<file path="src/rtl/sram_access_controller.sv">
// sram_access_controller
// Arbitrates the 68000 CPU and the DMA engine onto the 128 KB SRAM, registers
// the winning address/direction/byte strobes, decodes the 32 KB block select
// and times OE/WE with WAIT_STATES extra strobe cycles.
// Optional feature: define SRAM_RR_ARB_EN for round-robin arbitration between
// simultaneous requests; without it the CPU has fixed priority.
module sram_access_controller #(
   parameter int WAIT_STATES = 1,
   parameter int ADDR_W      = 17
) (
   input  logic              Clock,
   input  logic              Reset_L,
   input  logic              CpuReq_H,
   input  logic [ADDR_W-1:0] CpuAddress,
   input  logic              CpuRW,
   input  logic              CpuUDS_L,
   input  logic              CpuLDS_L,
   output logic              CpuDtAck_L,
   input  logic              DmaReq_H,
   input  logic [ADDR_W-1:0] DmaAddress,
   input  logic              DmaRW,
   output logic              DmaGrant_H,
   output logic              DmaDone_H,
   output logic [ADDR_W-1:0] SramAddress,
   output logic [3:0]        Block_H,
   output logic              SramOE_L,
   output logic              SramWE_L,
   output logic              SramUB_L,
   output logic              SramLB_L,
   output logic              DataSel_H
);

   typedef enum logic [1:0] {IDLE, SETUP, STROBE, ACK} state_t;

   state_t            state_reg, state_next;
   logic [ADDR_W-1:0] addr_reg, addr_next;
   logic              read_reg, read_next;
   logic              ub_reg, ub_next;       // latched active-low byte strobes
   logic              lb_reg, lb_next;
   logic              dma_reg, dma_next;     // 1 = current owner is the DMA
   logic              abort_reg, abort_next; // CPU dropped its request before ACK
   logic [3:0]        wait_cnt_reg, wait_cnt_next;
   logic              cpu_win, dma_win;

`ifdef SRAM_RR_ARB_EN
   logic              last_dma_reg, last_dma_next;

   // On a tie the master that did not win last time gets the SRAM
   assign cpu_win = CpuReq_H && (!DmaReq_H || last_dma_reg);
`else
   // Fixed CPU priority
   assign cpu_win = CpuReq_H;
`endif
   assign dma_win = DmaReq_H && !cpu_win;

   // State and latched-access registers; reset drops every strobe at once
   always_ff @(posedge Clock or negedge Reset_L) begin
      if (!Reset_L) begin
         state_reg    <= IDLE;
         addr_reg     <= '0;
         read_reg     <= 1'b1;
         ub_reg       <= 1'b1;
         lb_reg       <= 1'b1;
         dma_reg      <= 1'b0;
         abort_reg    <= 1'b0;
         wait_cnt_reg <= '0;
`ifdef SRAM_RR_ARB_EN
         last_dma_reg <= 1'b1;
`endif
      end else begin
         state_reg    <= state_next;
         addr_reg     <= addr_next;
         read_reg     <= read_next;
         ub_reg       <= ub_next;
         lb_reg       <= lb_next;
         dma_reg      <= dma_next;
         abort_reg    <= abort_next;
         wait_cnt_reg <= wait_cnt_next;
`ifdef SRAM_RR_ARB_EN
         last_dma_reg <= last_dma_next;
`endif
      end
   end

   // Next-state: grant in IDLE, one setup cycle, timed strobe, acknowledge
   always_comb begin
      state_next    = state_reg;
      addr_next     = addr_reg;
      read_next     = read_reg;
      ub_next       = ub_reg;
      lb_next       = lb_reg;
      dma_next      = dma_reg;
      abort_next    = abort_reg;
      wait_cnt_next = wait_cnt_reg;
`ifdef SRAM_RR_ARB_EN
      last_dma_next = last_dma_reg;
`endif
      case (state_reg)
         IDLE: begin
            if (cpu_win) begin
               addr_next  = CpuAddress;
               read_next  = CpuRW;
               ub_next    = CpuUDS_L;
               lb_next    = CpuLDS_L;
               dma_next   = 1'b0;
               abort_next = 1'b0;
               state_next = SETUP;
`ifdef SRAM_RR_ARB_EN
               last_dma_next = 1'b0;
`endif
            end else if (dma_win) begin
               addr_next  = DmaAddress;
               read_next  = DmaRW;
               ub_next    = 1'b0;
               lb_next    = 1'b0;
               dma_next   = 1'b1;
               abort_next = 1'b0;
               state_next = SETUP;
`ifdef SRAM_RR_ARB_EN
               last_dma_next = 1'b1;
`endif
            end
         end
         SETUP: begin
            wait_cnt_next = 4'(WAIT_STATES);
            if (!dma_reg && !CpuReq_H) abort_next = 1'b1;
            state_next = STROBE;
         end
         STROBE: begin
            if (!dma_reg && !CpuReq_H) abort_next = 1'b1;
            if (wait_cnt_reg == 4'd0) begin
               // An aborted CPU cycle finishes its strobe but skips ACK
               if (!dma_reg && (abort_reg || !CpuReq_H)) state_next = IDLE;
               else                                      state_next = ACK;
            end else begin
               wait_cnt_next = wait_cnt_reg - 4'd1;
            end
         end
         ACK: begin
            if (dma_reg || !CpuReq_H) state_next = IDLE;
         end
         default: state_next = IDLE;
      endcase
   end

   // Moore outputs decoded from the state and the latched access
   always_comb begin
      SramAddress = addr_reg;
      DataSel_H   = dma_reg;
      Block_H     = (state_reg == IDLE) ? 4'b0000
                                        : (4'b0001 << addr_reg[ADDR_W-1 -: 2]);
      SramOE_L    = !((state_reg == STROBE) && read_reg);
      SramWE_L    = !((state_reg == STROBE) && !read_reg);
      SramUB_L    = (state_reg != STROBE) || ub_reg;
      SramLB_L    = (state_reg != STROBE) || lb_reg;
      CpuDtAck_L  = !((state_reg == ACK) && !dma_reg);
      DmaDone_H   = (state_reg == ACK) && dma_reg;
      DmaGrant_H  = (state_reg != IDLE) && dma_reg;
   end

endmodule

</file>
<file path="config.mk">
export PLATFORM = sky130hd
export DESIGN_NAME = sram_access_controller
export DESIGN_NICKNAME = d
export VERILOG_FILES = /design/src/rtl/sram_access_controller.sv
export SDC_FILE = /design/constraint.sdc
export NUM_CORES = 1
export LEC_CHECK = 0
export ABC_AREA = 0
export CORE_MARGIN = 1
export CORE_UTILIZATION = 60
export DETAILED_ROUTE_END_ITERATION = 16
export DONT_BUFFER_PORTS = 1
export PLACE_DENSITY = 0.84
export RECOVER_POWER = 100
export SYNTH_ARGS = -nofsm -noshare
export SYNTH_HDL_FRONTEND = slang
export SYNTH_SLANG_ARGS = --single-unit
</file>
<file path="constraint.sdc">
create_clock -name Clock -period 3.2 [get_ports Clock]
set_input_delay 0.64 -clock Clock [delete_from_list [all_inputs] [get_ports Clock]]
set_output_delay 0.64 -clock Clock [all_outputs]
set_load 0.005 [all_outputs]
</file>
==> flow_summary.json, run 1 <==
{
  "port_buffers": 0,
  "worst-path-max-fanout": 38,
  "num_io_pins": 71,
  "ys_ff_latch": 28,
  "grt_antenna_before_repair": 0,
  "drc": 0,
  "drt_iter0_markers": 20,
  "dp.final_hpwl_mm": 2.14,
  "slowest_delay_ns": 0.97,
  "final_nets": 197,
  "pre_cts_ws_ns": 1.28,
  "power_mw": 1.39,
  "post-cts-setup-buffer-count": 0,
  "wl_mm": 2.96,
  "synth_area_leader_cell": "dfrtp_1",
  "vdd_drop_max_mv": 0.646,
  "gr-usage-met3_pct": 4.35,
  "crit_required_ns": 3.36,
  "ys.warnings.count": 0,
  "tns_ns": 0,
  "async_reset_ff_share_pct": 100,
  "fp-row-count": 17,
  "rsz0062_at_grt": "no",
  "tritoncts": "yes",
  "dieArea_um2": 2750,
  "diodes": 0,
  "relSlewSlack_pct": 12.8,
  "gr-total-overflow": 0,
  "syn-cell-area_um2": 1530,
  "cp-start-kind": "register",
  "setup_slack_ns": 0.760,
  "status": "finished clean",
  "clock-root-buffer": "clkbuf_4",
  "timing.fmax_mhz": 410,
  "via_per_inst": 6.23,
  "finalWeightedCongestion": 0.788,
  "syn_inst": 149,
  "synth-main-ff-cell": "dfrtp_1",
  "crit_path_end_kind": "register",
  "cpMaxStageDelayCell": "clkbuf_1",
  "fillers": 185,
  "drive_above_1_share_pct": 5.44,
  "synth_top_area_share_pct": 40.9,
  "drt_first_pass_iters": 4,
  "cap_violations": 0,
  "clockBufferDepth": 2,
  "cts_max_level": 1,
  "synth.area.top_cells": "dfrtp_1, mux2i_1, ha_1",
  "critical_path_class": "reg2reg",
  "wl_per_cell_um": 16.9,
  "die_h_um": 52.5,
  "synth_nets": 198,
  "dr_total_vias": 1090,
  "finalSetupViolations": 0,
  "coreArea_um2": 2300,
  "cpMostUsedCell": "o21ai_0",
  "grt_pass1_wl_mm": 4.70,
  "tightest_slew_ns": 1.31,
  "grt_max_degree": 39,
  "final.min_clock_period_ns": 2.44,
  "fin_cells": 175,
  "skew_ns": 0.00156,
  "fin_util_pct": 65.8,
  "placed_cells": 170,
  "period_share_pct": 76.2,
  "grt.busiest_layer": "met2",
  "synth_most_common_cell": "dfrtp_1",
  "die_x_um": 52.5,
  "largest_register_ff_count": 17,
  "area_delta_synth_final_pct": -1.06,
  "ys_types": 33,
  "slew_viol_final": 0,
  "leakage_nw": 0.700,
  "ant_nets": 0,
  "worstPathCellList": "inv_1, ha_1, o21ai_0, clkbuf_1, o21ai_0",
  "use_met2_pct": 41.1,
  "p_per_area_nw_per_um2": 920,
  "cts_buffers": 3,
  "start_util_pct": 66.6,
  "grt.total_usage_pct": 23.6,
  "syn_avg_cell_area_um2": 10.3,
  "synth-edff-count": 0,
  "use_met1_pct": 29.7,
  "ys_seq_area_share_pct": 46.1,
  "hold_path.class": "in2async",
  "cts_sinks": 28,
  "crit_arrival_ns": 2.60,
  "synthTopCellsByCount": "dfrtp_1, nand2_1, mux2i_1, o21ai_0, o21ai_1",
  "grt_pass1_vias": 1053,
  "clock_latency_ns": 0.32,
  "finalHoldViolations": 0,
  "clkTransAtPathRegs_ns": 0.14
}
## kinds of logic (layout without fill, tap and decap cells)
kind of cell	count (synthesis)	after routing	share of synthesized area (%)
buffers and inverters	16	14	6.22
AO/OA/AOI/OAI	34	34	14.1
multiplexers	18	18	11.8
adder cells (fa/ha/maj)	7	7	5.73
AND/OR/NAND/NOR	46	46	16.1
flip-flops	28	28	46.1
## through the flow
stage	area, um2	hold slack, ns
after floorplan	1530	0.344
after global placement	1510	0.345
after detailed placement	1510	0.345
after CTS	1550	0.100
after global routing	1510	0.111
final	1510	0.137
## worst max-delay path, delay by kind of cell, from the launching register on
kind	cells	cell delay, ns
buffers and inverters	2	1.07
AO/OA/AOI/OAI	2	0.39
flip-flops	1	0.45
adder cells (fa/ha/maj)	1	0.35
## path summary, 6_finish.rpt
check / startpoint / endpoint / slack, ns / cells after the start
setup / recovery: state_reg[0]$_DFFE_PN0P_ / SramAddress[14]$_DFFE_PN0P_ / 0.76 / 5
hold / removal: Reset_L / lb_reg$_DFFE_PN1P_ / 0.14 / 0
setup reg to reg: state_reg[0]$_DFFE_PN0P_ / SramAddress[14]$_DFFE_PN0P_ / 0.76 / 5
hold reg to reg: read_reg$_DFFE_PN1P_ / read_reg$_DFFE_PN1P_ / 0.51 / 2
max in group asynchronous: Reset_L / SramAddress[15]$_DFFE_PN0P_ / 1.86 / 1
min in group Clock: CpuReq_H / DataSel_H$_DFFE_PN0P_ / 0.39 / 1
## final cells by class
class,count,area [um2],area share (%)
sequential,28,704,46.6
clock buffer,4,26.3,1.74
inverter,8,30.0,1.99
timing repair buffer,2,7.51,0.496
multi-input combinational,105,709,46.9
tap,28,35.0,2.32
## placed cells by master, fill, tap and decap left out, drive strengths merged, types with 2 or more instances in the layout
master and count:
mux2i 18, a32o 2, nand3b 4, nor3b 3, dfrtp 25, nor3 2, ha 7, o21ai 23
inv 8, a31oi 2, nand4b 2, nand2b 4, nand2 22, nor2 3, nand3 3, a21oi 4
dfstp 3, clkbuf 6
## repair_timing
action / in CTS / in global routing
hold buffers: 1 / 0
resized for setup: 0 / 0
hold endpoints to repair: 25 / 0
## per-layer routing
layer / vias up / share of wire (%) / wire length (um)
met1: 530 / 42 / 1250
met3: 2 / 5.0 / 149
met5: - / 0 / 0
li1: 516 / - / -
met2: 42 / 52 / 1550
met4: 0 / 0.34 / 10
## power by group
| group | total, mW | switching (mW) | internal, mW |
|---|---|---|---|
| clock network | 0.146 | 0.0972 | 0.0488 |
| registers | 0.701 | 0.167 | 0.534 |
| logic | 0.545 | 0.331 | 0.214 |
| total | 1.39 | 0.595 | 0.797 |
Note: power is estimated with default switching activity, not from simulation.
==> run 2, diff against run 1 <==
--- a/config.mk
+++ b/config.mk
@@ -7,10 +7,10 @@
 export LEC_CHECK = 0
 export ABC_AREA = 0
 export CORE_MARGIN = 1
-export CORE_UTILIZATION = 60
+export CORE_UTILIZATION = 56
 export DETAILED_ROUTE_END_ITERATION = 16
 export DONT_BUFFER_PORTS = 1
-export PLACE_DENSITY = 0.84
+export PLACE_DENSITY = 0.82
 export RECOVER_POWER = 100
 export SYNTH_ARGS = -nofsm -noshare
 export SYNTH_HDL_FRONTEND = slang
==> constraint.sdc (replaced) <==
create_clock -name Clock -period 2 [get_ports Clock]
set_input_delay 0.4 -clock Clock [delete_from_list [all_inputs] [get_ports Clock]]
set_output_delay 0.4 -clock Clock [all_outputs]
set_load 0.005 [all_outputs]
==> run 2 against run 1 <==
Die area rose by 6.9%. Critical endpoint is now Block_H[3]. Cell area is 4.2% higher. Clock skew fell by 0.00086 ns. Largest cell class unchanged. Clock power is 92% higher.
==> flow_summary.json, run 2 (synthesis results as in run 1) <==
{
  "cap_violations": 0,
  "cp-start-kind": "register",
  "cts_max_level": 1,
  "relSlewSlack_pct": 20.5,
  "finalHoldViolations": 0,
  "coreArea_um2": 2520,
  "gr-total-overflow": 0,
  "port_buffers": 0,
  "clock_latency_ns": 0.33,
  "power_mw": 2.36,
  "leakage_nw": 0.731,
  "via_per_inst": 5.96,
  "grt_pass1_wl_mm": 4.38,
  "dieArea_um2": 2940,
  "cts_sinks": 28,
  "ant_nets": 0,
  "p_per_area_nw_per_um2": 1500,
  "fillers": 212,
  "rsz0062_at_grt": "no",
  "most-common-layout-cells": "dfrtp_1, nand2_1, o21ai_0, mux2i_1, inv_1",
  "finalSetupViolations": 0,
  "tns_ns": 0,
  "drive_above_1_share_pct": 8.78,
  "clkTransAtPathRegs_ns": 0.15,
  "layout_commonest_cell": "dfrtp_1",
  "slew_viol_final": 0,
  "fin_util_pct": 62.5,
  "critical_path_class": "reg2out",
  "grt.total_usage_pct": 21.3,
  "timing.fmax_mhz": 539,
  "fp-row-count": 18,
  "tritoncts": "yes",
  "die_h_um": 54.3,
  "worst-path-max-fanout": 11,
  "dp.final_hpwl_mm": 2.24,
  "vdd_drop_max_mv": 0.997,
  "drc": 0,
  "skew_ns": 0.000706,
  "grt_antenna_before_repair": 0,
  "final_nets": 198,
  "finalWeightedCongestion": 0.694,
  "diodes": 0,
  "clockBufferDepth": 2,
  "drt_first_pass_iters": 4,
  "tightest_slew_ns": 1.19,
  "crit_required_ns": 1.60,
  "die_x_um": 54.3,
  "largest_register_ff_count": 17,
  "drt_iter0_markers": 18,
  "grt_max_degree": 33,
  "wl_mm": 2.99,
  "cts_buffers": 3,
  "num_io_pins": 71,
  "status": "finished clean",
  "wl_per_cell_um": 16.8,
  "area_delta_synth_final_pct": 3.11,
  "hold_path.class": "in2reg",
  "clock-root-buffer": "clkbuf_4",
  "dr_total_vias": 1060,
  "start_util_pct": 60.6,
  "period_share_pct": 92.8,
  "grt_pass1_vias": 975,
  "crit_path_end_kind": "output port",
  "final.min_clock_period_ns": 1.86,
  "crit_arrival_ns": 1.46
}
==> run 2: per-layer routing <==
layer  up-vias  global-route usage (%)  wire length, um
met1       492                    27.0             1280
met5         -                       0                0
li1        517                       -                -
met3         4                    4.17              183
met2        47                    36.0             1510
met4         0                    7.69               27
==> run 2: critical path, stage by stage (launching register included) <==
cell	delay, ns
dfrtp_1	0.48
inv_1	0.15
ha_4	0.21
inv_1	0.09
and3_1	0.20
==> run 2: where the power goes <==
part           internal (mW)  total, mW  switching, mW
clock                  0.112      0.280          0.168
combinational          0.411      0.962          0.552
sequential             0.853       1.12          0.265
total                   1.38       2.36          0.985
==> run 2: timing repair <==
item / 4_1_cts / 5_1_grt
endpoints found under the hold margin: 28 / 0
setup endpoints to repair: 1 / 1
resized for setup: 1 / 2
cloned: 0 / 0
hold buffers: 2 / 0
setup buffers: 0 / 0
==> run 2: per-stage QoR <==
step	hold slack (ns)	setup slack, ns	instances	cell area (um2)
after floorplan	0.104	0.512	149	1530
after global placement	0.105	0.383	172	1520
after detailed placement	0.105	0.269	172	1520
after CTS	0.126	0.0169	178	1590
after global routing	0.123	0.0508	178	1580
final	0.130	0.143	178	1580
==> run 2: worst paths after layout <==
kind / startpoint / end / slack [ns] / cells after the start
min in group asynchronous: Reset_L / abort_reg$_DFFE_PN0P_ / 0.91 / 2
max in group asynchronous: Reset_L / SramAddress[0]$_DFFE_PN0P_ / 0.39 / 2
worst max-delay path: state_reg[1]$_DFFE_PN0P_ / Block_H[3] / 0.14 / 4
worst min-delay path: CpuReq_H / DataSel_H$_DFFE_PN0P_ / 0.13 / 1
worst min register to register: read_reg$_DFFE_PN1P_ / read_reg$_DFFE_PN1P_ / 0.51 / 2
worst max register to register: state_reg[1]$_DFFE_PN0P_ / SramAddress[14]$_DFFE_PN0P_ / 0.20 / 5
==> run 2: cell type report <==
type	instances	area [um2]	share of cell area (%)
multi-input combinational	105	726	46.0
sequential	28	704	44.7
timing repair buffer	3	42.5	2.70
tap	30	37.5	2.38
clock buffer	4	36.3	2.30
inverter	8	30.0	1.90
==> run 3, diff against run 2 <==
--- a/config.mk
+++ b/config.mk
@@ -6,10 +6,10 @@
 export NUM_CORES = 1
 export LEC_CHECK = 0
 export ABC_AREA = 0
-export CORE_MARGIN = 1
 export CORE_UTILIZATION = 56
 export DETAILED_ROUTE_END_ITERATION = 16
 export DONT_BUFFER_PORTS = 1
+export MAX_ROUTING_LAYER = met4
 export PLACE_DENSITY = 0.82
 export RECOVER_POWER = 100
 export SYNTH_ARGS = -nofsm -noshare
==> run 3 against run 2 <==
Non-clock buffer count stayed put. Register-to-register slack hardly changed. Cell area stayed put. Highest routed layer unchanged. Total power hardly changed. Core utilization stayed put. Clock skew hardly changed. Fmax hardly changed.
==> flow_summary.json, run 3 (synthesis results as in run 1) <==
{
  "finalSetupViolations": 0,
  "largest_register_ff_count": 17,
  "via_per_inst": 5.97,
  "coreArea_um2": 2520,
  "wl_per_cell_um": 16.8,
  "crit_arrival_ns": 1.46,
  "final_nets": 198,
  "clockBufferDepth": 2,
  "gr-total-overflow": 0,
  "clock-root-buffer": "clkbuf_4",
  "cp-start-kind": "register",
  "grt_antenna_before_repair": 0,
  "cts_buffers": 3,
  "slew_viol_final": 0,
  "worst-path-max-fanout": 11,
  "tightest_slew_ns": 1.18,
  "wl_mm": 2.98,
  "critical_path_class": "reg2out",
  "layout_commonest_cell": "dfrtp_1",
  "fp-row-count": 18,
  "relSlewSlack_pct": 21.6,
  "clock_latency_ns": 0.33,
  "diodes": 0,
  "p_per_area_nw_per_um2": 1500,
  "start_util_pct": 60.6,
  "grt_pass1_vias": 978,
  "area_delta_synth_final_pct": 3.11,
  "hold_path.class": "in2reg",
  "cts_max_level": 1,
  "leakage_nw": 0.731,
  "clkTransAtPathRegs_ns": 0.15,
  "timing.fmax_mhz": 539,
  "pre_cts_ws_ns": 0.269,
  "combinationalPowerShare_pct": 40.8,
  "r2r_slack_ns": 0.20,
  "grt_max_degree": 33,
  "period_share_pct": 92.8,
  "drt_first_pass_iters": 4,
  "tns_ns": 0,
  "dp.final_hpwl_mm": 2.24,
  "rsz0062_at_grt": "no",
  "num_io_pins": 71,
  "internal_power_mw": 1.38,
  "p_seq_share_pct": 47.4,
  "crit_required_ns": 1.60,
  "crit_path_end_kind": "output port",
  "dieArea_um2": 2940,
  "port_buffers": 0,
  "drive_above_1_share_pct": 8.78,
  "finalWeightedCongestion": 0.701,
  "die_h_um": 54.3,
  "die_x_um": 54.3,
  "grt.total_usage_pct": 21.8,
  "drt_iter0_markers": 18,
  "netSwitchingFraction_pct": 41.7,
  "drc": 0,
  "most-common-layout-cells": "dfrtp_1, nand2_1, o21ai_0, mux2i_1, inv_1",
  "finalHoldViolations": 0,
  "switchingPower_mw": 0.985,
  "tritoncts": "yes",
  "clkPwrFrac_pct": 11.8,
  "setup_slack_ns": 0.144,
  "skew_ns": 0.000916,
  "vdd_drop_max_mv": 0.996,
  "cap_violations": 0,
  "post-cts-setup-buffer-count": 0,
  "ant_nets": 0,
  "status": "finished clean",
  "dr_total_vias": 1062,
  "cts_sinks": 28,
  "grt_pass1_wl_mm": 4.37,
  "final.min_clock_period_ns": 1.86
}
==> run 3: cell counts in the layout (fill, tap and decap cells not counted) <==
Identical to the previous run, type by type.
==> run 3: area by class of cell <==
type,count,area (um2)
fillers,212,946
repair buffers,3,42.5
flip-flops and latches,28,704
clock buffers,4,36.3
well taps,30,37.5
multi-input cells,105,726
inverters,8,30.0
==> run 3: path summary, 6_finish.rpt <==
check,startpoint,end,cells past startpoint
worst max-delay path,state_reg[1]$_DFFE_PN0P_,Block_H[3],4
worst min-delay path,CpuReq_H,DataSel_H$_DFFE_PN0P_,1
worst max register to register,state_reg[1]$_DFFE_PN0P_,SramAddress[14]$_DFFE_PN0P_,5
worst min register to register,read_reg$_DFFE_PN1P_,read_reg$_DFFE_PN1P_,2
max in group asynchronous,Reset_L,SramAddress[2]$_DFFE_PN0P_,2
min in group asynchronous,Reset_L,abort_reg$_DFFE_PN0P_,2
==> run 3: routing by layer <==
metal | GRT usage, % | share of wire (%)
met1 | 26.1 | 42
met2 | 36.8 | 51
met3 | 4.17 | 6.1
met4 | 7.69 | 0.77
met5 | - | 0
==> run 3: repair_timing <==
action / in CTS / in global routing
pin swaps: 0 / 0
hold endpoints to repair: 28 / 0
hold buffers: 2 / 0
setup endpoints to repair: 1 / 1
gates resized for setup: 1 / 2
==> run 3: per-stage QoR <==
step / power (mW) / util [%] / hold WS, ns / area, um2 / cells
6_report: 2.36 / 62.5 / 0.130 / 1580 / 178
5_1_grt: 2.56 / 62.5 / 0.123 / 1580 / 178
4_1_cts: 2.38 / 63.0 / 0.126 / 1590 / 178
3_5_place_dp: 2.09 / 60.3 / 0.105 / 1520 / 172
3_3_place_gp: 2.00 / 60.3 / 0.105 / 1520 / 172
2_1_floorplan: 1.88 / - / 0.104 / 1530 / 149
==> run 3: worst max-delay path, cell delays in order (launching register included) <==
cell and delay [ns]:
dfrtp_1 0.48, inv_1 0.15, ha_4 0.21, inv_1 0.09
and3_1 0.20
==> run 3: power by group through the flow <==
stage / clock network (mW) / registers, mW / logic (mW)
finish: 0.280 / 1.12 / 0.962
global route: 0.297 / 1.17 / 1.09
CTS: 0.280 / 1.12 / 0.983
detailed placement: 0 / 1.13 / 0.961
global placement: 0 / 1.11 / 0.891
floorplan: 0 / 1.06 / 0.822
